$ cat src/rtl/frame_buffer_writer.sv
// frame_buffer_writer: turns strobed 12-bit pixels into sequential BRAM
// writes in raster order. It tracks x/y position, flags frame completion,
// and abandons a partial frame when the pixel stream stalls.
module frame_buffer_writer #(
  parameter int IMG_WIDTH      = 320,
  parameter int IMG_HEIGHT     = 240,
  parameter int ADDR_WIDTH     = 17,
  parameter int TIMEOUT_CYCLES = 10_000_000,
  localparam int XW = (IMG_WIDTH  > 1) ? $clog2(IMG_WIDTH)  : 1,
  localparam int YW = (IMG_HEIGHT > 1) ? $clog2(IMG_HEIGHT) : 1
) (
  input  logic                  clk_100MHz,
  input  logic                  reset,
  input  logic                  start,
  input  logic [11:0]           pixel_data,
  input  logic                  pixel_compiled,
  output logic                  bram_we,
  output logic [ADDR_WIDTH-1:0] bram_addr,
  output logic [11:0]           bram_din,
  output logic                  busy,
  output logic                  frame_done,
  output logic                  frame_valid,
  output logic                  timeout_err,
  output logic [XW-1:0]         cur_x,
  output logic [YW-1:0]         cur_y
);

  localparam int TW = (TIMEOUT_CYCLES > 2) ? $clog2(TIMEOUT_CYCLES) : 1;
  localparam logic [ADDR_WIDTH-1:0] LAST_ADDR = ADDR_WIDTH'(IMG_WIDTH * IMG_HEIGHT - 1);
  localparam logic [XW-1:0]         LAST_X    = XW'(IMG_WIDTH - 1);
  localparam logic [TW-1:0]         LAST_CNT  = TW'(TIMEOUT_CYCLES - 1);

  typedef enum logic {IDLE, CAPTURE} state_t;

  state_t                state_q, state_d;
  logic [ADDR_WIDTH-1:0] addr_q, addr_d;
  logic [XW-1:0]         x_q, x_d;
  logic [YW-1:0]         y_q, y_d;
  logic [TW-1:0]         cnt_q, cnt_d;
  logic                  started_q, started_d;
  logic                  we_q, we_d;
  logic [ADDR_WIDTH-1:0] waddr_q, waddr_d;
  logic [11:0]           din_q, din_d;
  logic                  busy_q, busy_d;
  logic                  done_q, done_d;
  logic                  valid_q, valid_d;
  logic                  terr_q, terr_d;

  // Next-state logic: start always wins over a coincident pixel strobe.
  always_comb begin
    state_d   = state_q;
    addr_d    = addr_q;
    x_d       = x_q;
    y_d       = y_q;
    cnt_d     = cnt_q;
    started_d = started_q;
    we_d      = 1'b0;
    waddr_d   = waddr_q;
    din_d     = din_q;
    done_d    = 1'b0;
    valid_d   = valid_q;
    terr_d    = 1'b0;

    if (start) begin
      state_d   = CAPTURE;
      addr_d    = '0;
      x_d       = '0;
      y_d       = '0;
      cnt_d     = '0;
      started_d = 1'b0;
      valid_d   = 1'b0;
    end else if (state_q == CAPTURE) begin
      if (pixel_compiled) begin
        we_d      = 1'b1;
        waddr_d   = addr_q;
        din_d     = pixel_data;
        started_d = 1'b1;
        cnt_d     = '0;
        if (addr_q == LAST_ADDR) begin
          // Final pixel: report the frame and park position at the origin.
          done_d    = 1'b1;
          valid_d   = 1'b1;
          state_d   = IDLE;
          addr_d    = '0;
          x_d       = '0;
          y_d       = '0;
          started_d = 1'b0;
        end else begin
          addr_d = addr_q + 1'b1;
          if (x_q == LAST_X) begin
            x_d = '0;
            y_d = y_q + 1'b1;
          end else begin
            x_d = x_q + 1'b1;
          end
        end
      end else if (started_q) begin
        // Stall watchdog only runs once the frame has begun.
        if (cnt_q == LAST_CNT) begin
          terr_d    = 1'b1;
          state_d   = IDLE;
          cnt_d     = '0;
          started_d = 1'b0;
        end else begin
          cnt_d = cnt_q + 1'b1;
        end
      end
    end

    busy_d = (state_d == CAPTURE);
  end

  // State and registered outputs; synchronous reset clears everything.
  always_ff @(posedge clk_100MHz) begin
    if (reset) begin
      state_q   <= IDLE;
      addr_q    <= '0;
      x_q       <= '0;
      y_q       <= '0;
      cnt_q     <= '0;
      started_q <= 1'b0;
      we_q      <= 1'b0;
      waddr_q   <= '0;
      din_q     <= '0;
      busy_q    <= 1'b0;
      done_q    <= 1'b0;
      valid_q   <= 1'b0;
      terr_q    <= 1'b0;
    end else begin
      state_q   <= state_d;
      addr_q    <= addr_d;
      x_q       <= x_d;
      y_q       <= y_d;
      cnt_q     <= cnt_d;
      started_q <= started_d;
      we_q      <= we_d;
      waddr_q   <= waddr_d;
      din_q     <= din_d;
      busy_q    <= busy_d;
      done_q    <= done_d;
      valid_q   <= valid_d;
      terr_q    <= terr_d;
    end
  end

  assign bram_we     = we_q;
  assign bram_addr   = waddr_q;
  assign bram_din    = din_q;
  assign busy        = busy_q;
  assign frame_done  = done_q;
  assign frame_valid = valid_q;
  assign timeout_err = terr_q;
  assign cur_x       = x_q;
  assign cur_y       = y_q;

endmodule
$ cat config.mk
export PLATFORM = sky130hd
export DESIGN_NAME = frame_buffer_writer
export DESIGN_NICKNAME = d
export VERILOG_FILES = /design/src/rtl/frame_buffer_writer.sv
export SDC_FILE = /design/constraint.sdc
export NUM_CORES = 1
export LEC_CHECK = 0
export BUFFER_PORTS_ARGS = -buffer_cell sky130_fd_sc_hd__buf_2
export CORE_UTILIZATION = 35
export CTS_CLUSTER_DIAMETER = 100
export DETAILED_ROUTE_END_ITERATION = 6
export PLACE_DENSITY_LB_ADDON = 0.15
export SETUP_SLACK_MARGIN = 0.1
export SLEW_MARGIN = 40
export SYNTH_ARGS = -nofsm -noshare
export SYNTH_HDL_FRONTEND = slang
export SYNTH_SLANG_ARGS = --single-unit
export TNS_END_PERCENT = 5
$ cat constraint.sdc
create_clock -name clk_100MHz -period 3.9 [get_ports clk_100MHz]
set_input_delay 0.585 -clock clk_100MHz [delete_from_list [all_inputs] [get_ports clk_100MHz]]
set_output_delay 0.585 -clock clk_100MHz [all_outputs]
set_load 0.01 [all_outputs]
### After elaboration in Yosys (flattened, before gate mapping)

Index checks and enable logic that the tools add are counted.

| storage, ports and cells | value |
|---|---|
| input port bits | 16 |
| bits in latches | 0 |
| memory bits (writable) | 0 |
| output and inout port bits | 51 |
| bits in registers | 93 |
| ROM bits | 0 |
| word-level logic and storage cells | 53 |
| memories | 0 |

| operators by class | value |
|---|---|
| bitwise logic cells | 4 |
| divide/modulo/power cells | 0 |
| magnitude comparators | 0 |
| reduce and logical (&&, ||, !) cells | 11 |
| $mul | 0 |
| muxes and demuxes | 19 |
| equal/unequal tests | 3 |
| shift-type cells | 0 |
| add/subtract/negate cells | 4 |

Operators with widths:

| kind | count |
|---|---|
| two-way mux 24 bit | 3 |
| adder 24 x 1 -> 24 bit, second input constant | 1 |
| == test 24 bit, second input constant | 1 |
| two-way mux 9 bit | 2 |
| adder 17 x 1 -> 17 bit, second input constant | 1 |
| == test 17 bit, second input constant | 1 |
| two-way mux 17 bit | 1 |
| two-way mux 8 bit | 2 |
| two-way mux 1 bit | 11 |
| adder 9 x 1 -> 9 bit, second input constant | 1 |
| == test 9 bit, second input constant | 1 |
| AND reduction 3 bit | 3 |
| adder 8 x 1 -> 8 bit, second input constant | 1 |
| OR reduction 5 bit | 1 |
| NOT 1 bit | 4 |
| AND reduction 2 bit | 2 |
| nonzero test 2 bit | 2 |
| OR reduction 4 bit | 1 |
| OR reduction 3 bit | 1 |
| OR reduction 2 bit | 1 |

### Depth between registers and ports, before layout

| depth | value |
|---|---|
| word-level depth | 6 |
| depth in mapped cells | 8 |

### Least setup slack after synthesis

Ideal clock, no wire load.

| timing path | value |
|---|---|
| path kind | in2reg |
| start point | in pixel_compiled |
| end point | reg y_q[5] (netlist: cur_y[5]) |
| stages | 8 |
| buffers on the path | 3 |
| path slack | 2.021 ns |
| data arrival time | 1.809 ns |
| path through | buf_4 -> and2_1 -> buf_2 -> and4_1 -> buf_2 -> a21boi_1 -> or3_1 -> a21oi_1 |

| on the way | value |
|---|---|
| word-level cells in the longest chain between the ends | 1 |

Ends and longest elaborated chain:

| item | RTL line | source |
|---|---|---|
| from (decl) | 16 | `input logic pixel_compiled,` |
| AND reduction 3 bit (no source line) | - |  |
| to (signal assigned) | 133 | `y_q <= y_d;` |
| to (decl) | 38 | `logic [YW-1:0] y_q, y_d;` |

No other way between the ends.
A chain may end at the register's enable or synchronous reset.

==> qor.yml <==
sta:
  post_layout_min_period_ns: 2.43
  setup_viol_count_final: 0
  worst_slew_margin_rel: 0.551
  final_max_slew_viol_count: 0
  rsz0062_at_grt: "false"
  final.setup.worst_slack_ns: 1.47
  final-hold-violation-count: 0
  totalNegativeSetupSlack_ns: 0
  finalCritPeriodShare: 0.623
  fin_skew_ns: 0.00719
  maximum_achievable_frequency_mhz: 412
  finalHoldWorstSlack_ns: 0.450
  tightestPinTransition_ns: 0.668
job:
  drv_cap: 0
die:
  core_mm2: 0.0115
  floorplan.initialDensity: 0.362
  floorplan.rows: 39
  die_area_mm2: 0.0124
  number_of_i_o_pins: 67
  die_width_um: 111
  die_extent_in_y_um: 111
cells_and_area:
  finish.instance_area_mm2: 0.00486
  antennaDiodeCount: 0
  area.growth.synth_to_final_pct: 16.4
  final_nets: 563
  postLayoutCoreUtil: 0.422
  stdcell_count: 691
  final_layout_size_suffix_gt1_frac: 0.192
setup_path:
  timing.critical_path.to: "cur_y[1]"
  crit_path_end_kind: "register"
  cp_num_buf_inv: 0
  reg2reg_depth: 5
  setup_slack_on_the_worst_flop_to_flop_path_ns: 1.47
  critPathLaunchType: "register"
  critical_path_required_ns: 4.13
  kind_of_cell_adding_the_most_delay_to_the_critical_path: "simple AND/OR/NAND/NOR gates"
  timing.setup.critical_path_class: "register to register"
  worstReg2RegEnd: "cur_y[1]"
  cp_max_fo: 18
  cpMaxStageDelayCell: "sky130_fd_sc_hd__and2_1"
  crit-reg2reg-launch: "busy"
  cpPeakStageDelay_ns: 0.60
  wp_data_arrival_ns: 2.66
  beginning_of_the_critical_path: "busy"
  worst-path-stages: 5
  critical_path.cell_chain: "and2_1 -> nand4_1 -> o21ai_4 -> a21oi_2 -> a22o_1"
place:
  placed_area_mm2: 0.00457
  dp_hpwl_um: 6680
  io_buffers: 66
  dp_cells: 675
  gp_congestion: 0.749
  dp_worst_setup_slack_ns: 1.28
synthesis:
  ys_seq_area_frac: 0.446
  synthCells: 491
  synthesis.area_per_instance_um2: 8.50
  number_of_enable_flip_flop_cells_after_synthesis: 0
  postSynthRegisterBits: 93
  yosys_most_used_dff: "sky130_fd_sc_hd__dfxtp_1"
  number_of_warnings_reported_in_the_yosys_synthesis_log: 0
  synth_fp_nets: 511
  synth.lib_cells_used.distinct: 59
  syn-cell-area_mm2: 0.00417
  synth_async_sr_flop_share: 0
grt:
  antenna_found_initial: 0
  grt_use_total: 0.160
  grt_overflow: 0
  grt_start_max_net_pins: 35
  grt-busiest-layer: "met2"
  globalRouteMet3Util: 0.0476
  first_global_vias: 3335
  groute.layer.met1.usage: 0.215
  grt_first_pass_wirelength_um: 16100
  gr-usage-met2: 0.251
worst_hold_path:
  hold_path_depth: 2
  worst_hold_path_class: "register to register"
clock_tree:
  clk_transition_reported_paths_ns: 0.06
  worstSkewPairLatency_ns: 0.34
  cts_repair_resize_count: 0
  ctsLongestPathBuffers: 2
  cts_sinks: 93
  tritoncts_clock_tree: "done"
  cts_hold_repair.buffers: 0
  post_cts_buffers: 0
  clock_tree.htree_level_count: 3
  tritoncts.num_buffers: 9
  clock_root_cell: "sky130_fd_sc_hd__clkbuf_16"
power_and_ir_drop:
  power.density_cell_area_mw_per_mm2: 378
  p_leak_nw: 1.80
  power.total_mw: 1.84
  peakVddDrop_v: 0.000225
drt:
  detailedRoute.firstPassIterationCount: 6
  wl_per_cell_um: 13.8
  drt-initial-drc-count: 155
  route.detailed.drc: 16
  detail_route.vias_per_cell: 5.15
  finalWirelength_um: 9510
  vias: 3561
  final_antenna_net_count: 0
run_status:
  violations: "design-rule violations"
  status: "finished, violations left"
[cells in the mapped netlist (9+ instances only)]
library cell | n | area, um2
sky130_fd_sc_hd__nor3_1 | 9 | 45.0
sky130_fd_sc_hd__nand3_1 | 19 | 95.1
sky130_fd_sc_hd__and3_1 | 13 | 81.3
sky130_fd_sc_hd__dfxtp_1 | 93 | 1860
sky130_fd_sc_hd__nand4_1 | 17 | 106
sky130_fd_sc_hd__a31oi_1 | 10 | 62.6
sky130_fd_sc_hd__nor2_1 | 44 | 165
sky130_fd_sc_hd__xor2_1 | 19 | 166
sky130_fd_sc_hd__xnor2_1 | 15 | 131
sky130_fd_sc_hd__nand2_1 | 87 | 327
sky130_fd_sc_hd__a21oi_1 | 42 | 210
sky130_fd_sc_hd__o21ai_0 | 11 | 55.1
sky130_fd_sc_hd__clkbuf_1 | 14 | 52.6
[tightest hold or removal path: cells and delay by family (launching register included)]
kind	cells	cell delay, ns
DFF	1	0.31
and+or+nand+nor	1	0.05
AOI/OAI and AO/OA	1	0.05
[sequential cells by signal, summed over array words and instances, names as in the netlist, 8 cells and up]
signal	count
cur_x	9
cur_y	8
bram_addr	17
cnt_q	24
addr_q	17
bram_din	12
[layout by cell type, fill, tap and decap left out, drive strengths merged, types with 2 or more instances in the layout]
master | synthesis | layout
o21ai | 15 | 15
nand2b | 3 | 3
a31oi | 10 | 10
clkbuf | 16 | 11
nor3 | 10 | 10
dfxtp | 93 | 93
a21boi | 2 | 2
a32o | 4 | 4
or2 | 3 | 3
xor2 | 19 | 19
nor2 | 44 | 44
or4b | 2 | 2
xnor2 | 15 | 15
nand3 | 19 | 19
clkinv | 0 | 2
or4 | 2 | 2
and2 | 9 | 9
or3 | 2 | 2
and3 | 13 | 13
nand2 | 87 | 87
ha | 4 | 4
nand4 | 18 | 18
o21a | 3 | 3
a21oi | 45 | 45
nor3b | 5 | 5
and4 | 5 | 5
nor4 | 9 | 9
nor2b | 3 | 3
clkinvlp | 0 | 3
inv | 5 | 5
a22o | 2 | 2
buf | 11 | 68
[worst min path at each step]
stage,startpoint,to,slack (ns)
global placement,bram_din[11],bram_din[11],0.44
CTS,bram_addr[7],bram_addr[7],0.45
global route,pixel_data[11],bram_din[11],0.47
floorplan,cnt_q[23],cnt_q[23],0.43
finish,bram_addr[7],bram_addr[7],0.45
detailed placement,bram_addr[7],bram_addr[7],0.45
[final cells by class]
type / count / area (um2)
clock buffer: 11 / 243
tap: 143 / 179
timing repair buffer: 68 / 345
fill: 1208 / 6660
inverter: 5 / 18.8
clock inverter: 5 / 36.3
multi-input combinational: 366 / 2170
sequential: 93 / 1860
[power by group]
group | leakage [nW] | internal (mW) | total, mW | switching [mW]
clock | 0.128 | 0.449 | 0.812 | 0.362
sequential | 0.750 | 0.955 | 0.961 | 0.00573
combinational | 0.925 | 0.0188 | 0.0631 | 0.0443
total | 1.80 | 1.42 | 1.84 | 0.412
[metal layers]
metal  vias to the layer above  routed length (um)
met1                      1674                4880
met2                        63                4250
li1                       1822                   -
met5                         -                   0
met3                         2                 340
met4                         0                  38
[cell families after synthesis]
family | count (synthesis) | share of synthesized area
AO/OA/AOI/OAI | 89 | 0.134
XOR/XNOR | 34 | 0.0713
adder cells (fa/ha/maj) | 4 | 0.0120
buffers and inverters | 32 | 0.0357
flip-flops | 93 | 0.446
multiplexers | 1 | 0.00240
AND/OR/NAND/NOR | 238 | 0.299
Note: power is estimated with default switching activity, not from simulation.
